--- config.mk ---
export PLATFORM = sky130hd
export DESIGN_NAME = alu_arbiter
export DESIGN_NICKNAME = d
export VERILOG_FILES = /design/src/rtl/alu_pkg.sv /design/src/rtl/alu_arbiter_rr_picker.sv /design/src/rtl/alu_arbiter.sv
export SDC_FILE = /design/constraint.sdc
export NUM_CORES = 1
export LEC_CHECK = 0
export BUFFER_PORTS_ARGS = -buffer_cell sky130_fd_sc_hd__buf_4
export CAP_MARGIN = 15
export CORE_AREA = 2 2 165 167
export CTS_BUF_LIST = sky130_fd_sc_hd__clkbuf_2
export CTS_CLUSTER_SIZE = 40
export DETAILED_ROUTE_END_ITERATION = 10
export DIE_AREA = 0 0 167 169
export HOLD_SLACK_MARGIN = 0.08
export PLACE_DENSITY_LB_ADDON = 0.25
export RECOVER_POWER = 25
export SLEW_MARGIN = 25
export SYNTH_ARGS = -nofsm -noshare
export SYNTH_HDL_FRONTEND = slang
export SYNTH_SLANG_ARGS = --single-unit
--- constraint.sdc ---
create_clock -name clk -period 13.7 [get_ports clk]
set_input_delay 2.74 -clock clk [delete_from_list [all_inputs] [get_ports clk]]
set_output_delay 2.74 -clock clk [all_outputs]
set_load 0.02 [all_outputs]
--- src/rtl/alu_pkg.sv ---
// Shared definitions for the ALU arbiter: op codes, datapath width and sequencer states.
package alu_pkg;

  localparam int unsigned ALU_W = 32;

  localparam logic [3:0] ALU_AND = 4'd0;
  localparam logic [3:0] ALU_OR  = 4'd1;
  localparam logic [3:0] ALU_ADD = 4'd2;
  localparam logic [3:0] ALU_SLL = 4'd3;
  localparam logic [3:0] ALU_SUB = 4'd4;
  localparam logic [3:0] ALU_SRL = 4'd5;
  localparam logic [3:0] ALU_MUL = 4'd6;
  localparam logic [3:0] ALU_XOR = 4'd7;
  localparam logic [3:0] ALU_SLT = 4'd8;

  typedef enum logic [1:0] {
    IDLE = 2'd0,
    EXEC = 2'd1,
    WAIT = 2'd2,
    RESP = 2'd3
  } state_t;

  function automatic logic op_legal(input logic [3:0] op);
    return op <= ALU_SLT;
  endfunction

endpackage

--- src/rtl/alu_arbiter_rr_picker.sv ---
// Combinational round-robin picker: first asserted request after ptr wins.
module rr_picker #(
  parameter int unsigned N  = 4,
  parameter int unsigned IW = $clog2(N)
) (
  input  logic [N-1:0]  req,
  input  logic [IW-1:0] ptr,
  output logic [N-1:0]  grant,
  output logic [IW-1:0] idx
);

  always_comb begin
    logic          found;
    logic [IW-1:0] cand;
    grant = '0;
    idx   = '0;
    found = 1'b0;
    cand  = '0;
    // Scan ptr+1 .. ptr+N so the previous winner is considered last.
    for (int unsigned i = 1; i <= N; i++) begin
      cand = IW'((32'(ptr) + i) % N);
      if (!found && req[cand]) begin
        found       = 1'b1;
        grant[cand] = 1'b1;
        idx         = cand;
      end
    end
  end

endmodule

--- src/rtl/alu_arbiter.sv ---
// Round-robin sequencer sharing one registered ALU among NREQ requesters,
// with a valid/ready request side and a valid/ready response side.
module alu_arbiter
  import alu_pkg::*;
#(
  parameter int unsigned NREQ = 4,
  parameter int unsigned IDW  = $clog2(NREQ)
) (
  input  logic                  clk,
  input  logic                  reset,
  input  logic [NREQ-1:0]       req_valid,
  output logic [NREQ-1:0]       req_ready,
  input  logic [NREQ*ALU_W-1:0] req_a,
  input  logic [NREQ*ALU_W-1:0] req_b,
  input  logic [NREQ*4-1:0]     req_op,
  output logic                  resp_valid,
  input  logic                  resp_ready,
  output logic [IDW-1:0]        resp_id,
  output logic [ALU_W-1:0]      resp_result,
  output logic                  resp_zero,
  output logic                  resp_err,
  output logic                  busy,
  output logic [ALU_W-1:0]      alu_a,
  output logic [ALU_W-1:0]      alu_b,
  output logic [3:0]            alu_control,
  input  logic [ALU_W-1:0]      alu_result,
  input  logic                  alu_zero
);

  state_t           state;
  logic [IDW-1:0]   ptr;
  logic [NREQ-1:0]  grant;
  logic [IDW-1:0]   win;
  logic [ALU_W-1:0] win_a;
  logic [ALU_W-1:0] win_b;
  logic [3:0]       win_op;

  rr_picker #(.N(NREQ), .IW(IDW)) u_picker (
    .req   (req_valid),
    .ptr   (ptr),
    .grant (grant),
    .idx   (win)
  );

  // One-hot grant makes an OR-mux of the winner's fields sufficient.
  always_comb begin
    win_a  = '0;
    win_b  = '0;
    win_op = '0;
    for (int unsigned i = 0; i < NREQ; i++) begin
      if (grant[i]) begin
        win_a  = req_a[ALU_W*i +: ALU_W];
        win_b  = req_b[ALU_W*i +: ALU_W];
        win_op = req_op[4*i +: 4];
      end
    end
  end

  always_comb begin
    req_ready  = (state == IDLE) ? grant : '0;
    resp_valid = (state == RESP);
    busy       = (state != IDLE);
  end

  always_ff @(posedge clk or posedge reset) begin
    if (reset) begin
      state       <= IDLE;
      ptr         <= IDW'(NREQ - 1);
      resp_id     <= '0;
      resp_result <= '0;
      resp_zero   <= 1'b0;
      resp_err    <= 1'b0;
      alu_a       <= '0;
      alu_b       <= '0;
      alu_control <= '0;
    end else begin
      case (state)
        IDLE: begin
          if (|grant) begin
            ptr     <= win;
            resp_id <= win;
            if (op_legal(win_op)) begin
              alu_a       <= win_a;
              alu_b       <= win_b;
              alu_control <= win_op;
              state       <= EXEC;
            end else begin
              resp_result <= '0;
              resp_zero   <= 1'b0;
              resp_err    <= 1'b1;
              state       <= RESP;
            end
          end
        end
        EXEC: state <= WAIT;
        WAIT: begin
          resp_result <= alu_result;
          resp_zero   <= alu_zero;
          resp_err    <= 1'b0;
          state       <= RESP;
        end
        RESP: begin
          if (resp_ready) state <= IDLE;
        end
        default: state <= IDLE;
      endcase
    end
  end

endmodule
# After elaboration in Yosys (flattened, before gate mapping)
# Cells that the tools add are included.
# totals
inputBits	312
reg_bits	108
output_inout_bits	110
# classes
n_bitwise	3
muxes	53
n_reduce_logical	18
eq_ne	6
order_cmp	9
addsub	4
# op_table
operator	n
32-bit 2-to-1 mux	10
32-bit case mux with 2 select lines	1
4-bit 2-to-1 mux	9
1-bit 2-to-1 mux	15
2-bit 2-to-1 mux	7
2-bit by 3-bit < comparator with 1-bit output (second input constant)	4
4-bit OR	3
1-bit binary-select mux with 2-bit select	4
1-bit demux with 2-bit select	4
2-bit by 1-bit >= comparator with 1-bit output (second input constant)	4
2-bit case mux with 4 select lines	1
1-bit logical AND	7
3-bit AND reduction	2
2-bit by 1-bit adder with 2-bit output (second input constant)	2
2-bit adder (second input constant)	2
2-bit equality test (second input constant)	2
4-bit <= comparator (second input constant)	1
2-bit by 1-bit != test with 1-bit output (second input constant)	2
1-bit case mux with 2 select lines	2
2-bit AND reduction	2
2-bit nonzero test	2
4-bit OR reduction	1
1-bit zero test	3
2-bit by 1-bit equality test with 1-bit output (second input constant)	1
other kinds (2)	2

# Longest topological paths before layout
# Gate-level depths: netlist of run 1.
# logic_depth
word_depth	21
depth_mapped	16

# By module
# Synthesis of run 1 repeated with hierarchy kept, for this count alone.
# hier_totals
cells_unflattened	720
hier_area_um2	6936.7
# modules_own_cells
mod	cells_per_inst	n_inst	area_each_um2	seq_area_each_um2
alu_arbiter	652	1	6391.1	2705.1
rr_picker	68	1	545.5	0.0

# Worst setup path before layout of run 1
# OpenSTA, ideal clock, no wires.
# synth_path
path_type	input-to-output
startpoint	in req_valid[1]
endpoint	out req_ready[3]
slack_ps	5862
t_arrival_ps	5098
cell_stages	9
path_cell_list	clkbuf_1 -> or3b_1 -> a2111oi_4 -> o21a_1 -> a21o_1 -> clkbuf_1 -> clkbuf_1 -> clkbuf_1 -> and2_1
# synth_between
elab_chain_len	13
# synth_rtl
item	line	source
start, declared	alu_arbiter.sv:11	input logic [NREQ-1:0] req_valid,
1-bit binary-select mux with 2-bit select	alu_arbiter_rr_picker.sv:22	if (!found && req[cand]) begin
1-bit 2-to-1 mux (implied by the code)	alu_arbiter_rr_picker.sv:22	
1-bit 2-to-1 mux	alu_arbiter_rr_picker.sv:22	
1-bit zero test	alu_arbiter_rr_picker.sv:22	
1-bit logical AND	alu_arbiter_rr_picker.sv:22	
1-bit 2-to-1 mux	alu_arbiter_rr_picker.sv:22	
1-bit zero test	alu_arbiter_rr_picker.sv:22	
1-bit logical AND	alu_arbiter_rr_picker.sv:22	
1-bit 2-to-1 mux	alu_arbiter_rr_picker.sv:22	
1-bit zero test	alu_arbiter_rr_picker.sv:22	
1-bit logical AND	alu_arbiter_rr_picker.sv:22	
4-bit 2-to-1 mux (*)	alu_arbiter_rr_picker.sv:22	
4-bit 2-to-1 mux (*)	alu_arbiter.sv:60	req_ready = (state == IDLE) ? grant : '0;
end, declared	alu_arbiter.sv:12	output logic [NREQ-1:0] req_ready,
# Every way passes the cells marked *; elsewhere a longest branch is shown, timed or not. The select of a mux whose other input is x is not followed.

# Worst setup path in the final report of run 1
# layout_path
startpoint	in req_valid[2]
endpoint	out req_ready[0]
# Same word-level chain as after synthesis.

==> results of run 1 <==
kinds of logic after synthesis:
group | Yosys count
multiplexers | 77
AND/OR/NAND/NOR | 179
adder cells (fa/ha/maj) | 12
AO/OA/AOI/OAI | 283
flip-flops | 108
buffers and inverters | 151
worst min-delay path: stages (launching register included):
cell and delay (ps):
dfrtp_1 440, nand2_1 50, nand2_1 50
cells in the final DEF, fill, tap and decap left out, types with 10 or more instances in the layout:
| master | n |
|---|---|
| nand3_1 | 66 |
| buf_4 | 431 |
| nor2_1 | 73 |
| ha_1 | 12 |
| inv_1 | 78 |
| dfrtp_1 | 106 |
| mux2i_1 | 69 |
| nand2_1 | 17 |
| clkbuf_2 | 10 |
| a21oi_1 | 136 |
| a211oi_1 | 64 |
| a22o_1 | 35 |
layer usage:
metal  track usage  vias to the layer above  share of wire
li1              -                     3644              -
met1         0.248                     3605           0.41
met2         0.331                      359           0.49
met3        0.0470                       31          0.076
met4        0.0570                        0          0.016
met5             0                        -              0
layout make-up:
class / count / area share
antenna: 2 / 0.000475
clock buffer: 10 / 0.00475
clock inverter: 6 / 0.00463
inverter: 79 / 0.0283
multi-input combinational: 551 / 0.356
sequential: 108 / 0.257
tap: 341 / 0.0405
timing repair buffer: 434 / 0.309
per-stage QoR:
step / total power, mW / hold WS [ps] / util / std cells / setup slack (ps)
floorplan: 2.29 / 515 / - / 810 / 5860
global placement: 3.10 / 467 / 0.393 / 1512 / 6310
detailed placement: 3.11 / 478 / 0.394 / 1513 / 6300
CTS: 3.27 / 536 / 0.397 / 1529 / 6310
global route: 3.51 / 556 / 0.397 / 1531 / 6190
finish: 3.23 / 532 / 0.397 / 1531 / 6300
worst max path at each step:
stage              endpoint  slack, ps  depth (start not counted)
2_1_floorplan  req_ready[3]       5860                          9
3_3_place_gp   req_ready[0]       6310                          7
3_5_place_dp   req_ready[0]       6300                          7
4_1_cts        req_ready[0]       6310                          7
5_1_grt        req_ready[0]       6190                          7
6_report       req_ready[0]       6300                          7
report_power, final:
group	switching (mW)	internal [mW]	total (mW)	leakage [nW]
registers	0.106	0.493	0.600	1.31
logic	1.53	0.949	2.48	4.03
clock network	0.125	0.0268	0.151	0.0605
registers in the layout, indices dropped and copies added (netlist names):
name and cells:
state 2, alu_control 4, alu_a 32, resp_result 32
resp_err 1, alu_b 32, resp_id 2, resp_zero 1
ptr 2
==> results.md, run 1 <==
* Crit path buffers/inverters at 2
* Critical path type: input port to primary output
* Hold Crit Endpoint: resp_id[1]
* Die Width at 167 um
* Top delay family on crit path: compound AO/OA/AOI/OAI gates
* Tightest Pin Transition at 3350 ps
* Layout area overhead at 50.7%
* CTS tree: built
* Endpoints failing setup at 0
* CP Launch Point: req_valid[2]
* Hold Path Class: flop to flop
* Reg2Reg Setup Slack at 8250 ps
* Crit path DAT at 4660 ps
* Yosys warns at 0
* Register area at 0.00271 mm^2
* Most area-hungry cell type in the Yosys netlist: dfrtp_1
* 1st-iter DRT viols at 385
* Minimum clock period at 7400 ps
* Cell depth of the worst flop-to-flop path at 11
* CP cell instances: buf_4 -> mux4_2 -> a31o_1 -> a221oi_2 -> a2bb2oi_1 -> nor2_1 -> buf_4
* Leak at 5.40 nW
* Syn_area_per_cell at 8.63 um^2
* Post-synthesis mux area share at 0.117
* Root Driver: clkbuf_2
* Fin. max-slew vios at 111
* Starting Density at 0.264
* Post-Route Setup TNS at 0 ps
* Largest stage delay, worst path at 580 ps
* RSZ-0062 raised after global routing: no
* Wire length per cell at 18.8 um
* Dpl cell area at 0.0104 mm^2
* Final ANT Viol Nets at 0
* Net Count, Synth at 1134
* Maximum clock frequency at 0.135 GHz
* Routability Congestion at 0.828
* Post-synthesis cell count at 810
* Crit start category: input port
* Syn Std Cell Area at 0.00699 mm^2
* Post-synth top area share at 0.380
* Via-per-instance ratio at 4.99
* Final Instance Area at 0.0105 mm^2
* Commonest cells in the netlist: a21oi_1 (137), dfrtp_1 (106), inv_1 (79)
* Worst VDD drop at 0.198 mV
* Die Y at 169 um
* Final WL at 28700 um
* Die Area at 0.0282 mm^2
* Fraction of registers with async set/reset at 1.00
* Top-count cell post-synth: a21oi_1
* Status: complete, but fails checks
* 1st-pass router iterations at 4
* Hold Path Origin: resp_id[1]
* CTS clock-pin slew for the worst setup and hold paths at 380 ps
* Post-DP HPWL at 21200 um
* Hold-fix buffers, CTS at 0
* Number of flops mapped to enable cells by yosys at 0
* Clock tree buffer depth at 2
* Vias at 7639
* Violated checks: max-capacitance violations, max-slew violations
* MaxCap Viol Count at 2
* Seq/Total Area, Yosys at 0.387
* Synth top area cells: dfrtp_1 (38%), mux2i_1 (9.9%), a21oi_1 (9.8%), a211oi_1 (6.9%), nand3_1 (4.7%)
* Worst-Skew Late Latency at 670 ps
* Filler Cell Count at 2761
* Main synth FF type: dfrtp_1
* Fraction of layout cells with a size suffix above 1 at 0.398
* Area of the multi-input gates at 0.00374 mm^2
* CP max-delay cell: mux4_2
* Initial antenna violation count at 2
* Clk sinks at 108
* DRC Markers at 0
* PostCTS Resize Cnt at 0
* Xor/xnor share of the synthesized area at 0
* Register bit total from synthesis at 108
* IO Pins at 422
* Netlist cell types at 57
* Largest net degree at the start of global routing at 71
* Most used cell, CP: buf_4
* CTS H-tree depth at 3
* Total Routing Usage GR at 0.196
* WP data required at 10960 ps
* Largest family of logic cells by synthesized area: compound AO/OA/AOI/OAI gates
* Hold path cells at 2
* Fin nets at 1507
* First-pass GRT wire length at 43500 um
* Crit path max fanout at 12
* Relative slew slack at -1.24
* Final Skew at 61.7 ps
* Pwr/cell area at 307 mW/mm^2
* Simple-gate portion of the synthesized area at 0.117
* Worst r2r src: ptr[0]
* CP endpoint kind: primary output
* RR Endpoint: alu_control[1]
* Setup repair bufs after CTS at 0
* Grt total ovfl at 0
* Compound-gate portion of the synthesized area at 0.271
* Fin crit share at 0.540
* Vias in the first global route at 7456
* Final Hold Violating Endpoints at 0
* PortBufs at 421
* Core ar. at 0.0265 mm^2
* Rows at 60
* Adder-cell area share of the yosys netlist at 0.0215
* CTS Buf Count at 9
Power figures use the tool's default switching activity.
==> run 2: changes to the inputs <==
ABC_AREA = 1   (was unset)
CORE_AREA = 2 2 164 166   (was 2 2 165 167)
DIE_AREA = 0 0 166 168   (was 0 0 167 169)
clock period = 6.4 ns   (was 13.7 ns; I/O delays follow)
==> run 2 against run 1 <==
- the run still ends with max-capacitance violations, max-slew violations left
- critical path depth grew 4
- first-iteration DRC count increased by 3.9%
- die area shrank 1.2%
- worst hold slack got worse by 0.82 ps
- clock power grew 130%
==> results.md, run 2 <==
* Status: complete, but fails checks
* Violated checks: max-capacitance violations, max-slew violations
* Rows at 60 (unchanged)
* Crit start category: flop
* Wire length per cell at 16.7 um (-11%)
* Initial antenna violation count at 2 (unchanged)
* CTS tree: built
* Worst VDD drop at 0.321 mV (+62%)
* Fin crit share at 0.794
* Most common cell after layout, fill and taps aside: buf_4
* Via-per-instance ratio at 4.73 (-5.1%)
* Hold Path Class: flop to flop
* Tightest Pin Transition at 2380 ps (-974 ps)
* Net Count, Synth at 1342 (+18%)
* Post-synthesis cell count at 1018 (+26%)
* Post-Route Setup TNS at 0 ps (unchanged)
* Sw Ratio at 0.584 (+0.0381)
* Die Area at 0.0279 mm^2 (-1.2%)
* Vias in the first global route at 8184 (+9.8%)
* Netlist cell types at 34 (-40%)
* Relative slew slack at -0.595 (+0.641)
* Final Hold Violating Endpoints at 0 (unchanged)
* Register bit total from synthesis at 108 (unchanged)
* CTS clock-pin slew for the worst setup and hold paths at 350 ps (-30 ps)
* Seq/Total Area, Yosys at 0.393 (+0.00548)
* Crit path max fanout at 42 (+30)
* Total Routing Usage GR at 0.201 (+0.00592)
* CTS H-tree depth at 3 (unchanged)
* Routability Congestion at 0.889 (+7.3%)
* Minimum clock period at 5080 ps
* Die Y at 168 um (-0.59%)
* WP data required at 5120 ps (-5840 ps)
* Clk sinks at 108 (unchanged)
* Syn Std Cell Area at 0.00689 mm^2 (-1.4%)
* Critical path type: flop to primary output
* Core ar. at 0.0264 mm^2 (-0.57%)
* Root Driver: clkbuf_2
* Main synth FF type: dfrtp_1
* Largest net degree at the start of global routing at 76 (+7.0%)
* Top-count cell post-synth: nand2_1
* Post-DP HPWL at 21700 um (+2.3%)
* Setup repair bufs after CTS at 0 (unchanged)
* PortBufs at 421 (unchanged)
* Design Power at 7.28 mW (+130%)
* CTS Buf Count at 9 (unchanged)
* Sw Pwr at 4.25 mW (+140%)
* Layout area overhead at 50.5%
* Die Width at 166 um (-0.60%)
* Number of flops mapped to enable cells by yosys at 0 (unchanged)
* MaxCap Viol Count at 1 (-1)
* 1st-pass router iterations at 7 (+3)
* Vias at 8199 (+7.3%)
* Yosys warns at 0 (unchanged)
* Endpoints failing setup at 0 (unchanged)
* Starting Density at 0.261 (-0.00220)
* Most frequent cells in the layout: buf_4 (430), nand2_1 (340), dfrtp_1 (106)
* Grt total ovfl at 0 (unchanged)
* Pwr/cell area at 702 mW/mm^2 (+130%)
* Final WL at 28900 um (+0.68%)
* PostCTS Resize Cnt at 0 (unchanged)
* Commonest cells in the netlist: nand2_1 (340), dfrtp_1 (106), a21oi_1 (73), nor2_1 (73), o21ai_1 (70)
* Synth top area cells: dfrtp_1 (39%), nand2_1 (19%), o22ai_1 (5.9%), a21oi_1 (5.3%), o21ai_1 (5.1%)
* RSZ-0062 raised after global routing: no
* Fin. max-slew vios at 50 (-55%)
* IO Pins at 422 (unchanged)
* Hold slack final at 531 ps (-0.816 ps)
* Top flop regs: alu_a (32), alu_b (32), resp_result (32)
* Fraction of registers with async set/reset at 1.00 (unchanged)
* Internal Power at 3.03 mW (+110%)
* 1st-iter DRT viols at 400 (+3.9%)
* Post-synth top area share at 0.385 (+0.00538)
* Syn_area_per_cell at 6.77 um^2 (-22%)
* Crit path DAT at 3800 ps (-860 ps)
* Most area-hungry cell type in the Yosys netlist: dfrtp_1
* Leak at 5.70 nW (+5.6%)
* Hold path cells at 2 (unchanged)
* Dpl cell area at 0.0102 mm^2 (-1.9%)
* Worst-Skew Late Latency at 620 ps (-50 ps)
* Fraction of layout cells with a size suffix above 1 at 0.341 (-0.0576)
* Cell depth of the worst flop-to-flop path at 15 (+4)
* Maximum clock frequency at 0.197 GHz
* Fin nets at 1708 (+13%)
* Final ANT Viol Nets at 0 (unchanged)
* Fin util at 0.393 (-0.00391)
* Clock tree buffer depth at 2 (unchanged)
* Final Instance Area at 0.0104 mm^2 (-1.5%)
* First-pass GRT wire length at 44700 um (+2.9%)
* Clock Power Share at 0.048 (about the same)
* DRC Markers at 0 (unchanged)
* Final Skew at 49.2 ps (-12.5 ps)
* CP endpoint kind: primary output
* Hold-fix buffers, CTS at 0 (unchanged)
* Logic pwr share at 0.785 (+0.017)
* Sequential share of power at 0.167 (-0.019)
run 2: worst paths after layout:
kind	start	end	slack, ps
max in group asynchronous	reset	alu_b[1]	3500
min in group asynchronous	reset	alu_a[13]	1230
max reg2reg	ptr[0]	resp_result[19]	1500
max	ptr[0]	req_ready[2]	1320
min	alu_b[31]	alu_b[31]	530
min reg2reg	alu_b[31]	alu_b[31]	530
run 2: cell type report:
type	instances	area, um^2
Sequential cell	108	2710
Antenna cell	2	5.00
Fill cell	2804	16000
Clock buffer	9	45.0
Tap cell	341	427
Multi-Input combinational cell	774	3620
Clock inverter	7	82.6
Timing Repair Buffer	432	3260
Inverter	59	225
run 2: cells by family after synthesis:
| kind of cell | synth area share |
|---|---|
| flip-flops | 0.393 |
| AND/OR/NAND/NOR | 0.282 |
| AO/OA/AOI/OAI | 0.220 |
| buffers and inverters | 0.0835 |
| adder cells (fa/ha/maj) | 0.0218 |
run 2: metrics by stage:
step                setup WS [ps]  instances
finish                       1320       1732
detailed placement           1150       1714
global placement             1240       1714
global route                  914       1732
floorplan                    2280       1018
CTS                          1230       1730
run 2: power by group through the flow:
| stage | logic, mW | registers [mW] | clock network, mW |
|---|---|---|---|
| after CTS | 5.77 | 1.22 | 0.372 |
| after global routing | 6.41 | 1.26 | 0.398 |
| after global placement | 5.72 | 1.22 | 0 |
| final | 5.71 | 1.22 | 0.347 |
| after floorplan | 3.73 | 1.55 | 0 |
| after detailed placement | 5.76 | 1.23 | 0 |
run 2: worst max-delay path, stage by stage (launching register included):
cell and delay (ps):
dfstp_2 720, inv_2 140, ha_1 350, inv_1 110, nand2_1 90, nand2_2 160, nor2_4 70, a21boi_1 210
nand3_4 470, inv_2 560, nor2_1 80, buf_4 170
run 2: layer usage:
layer	global-route usage	vias to the layer above	share of wire
li1	-	4094	-
met3	0.0501	26	0.070
met4	0.0533	0	0.018
met1	0.237	3762	0.40
met2	0.366	317	0.51
met5	0	-	0
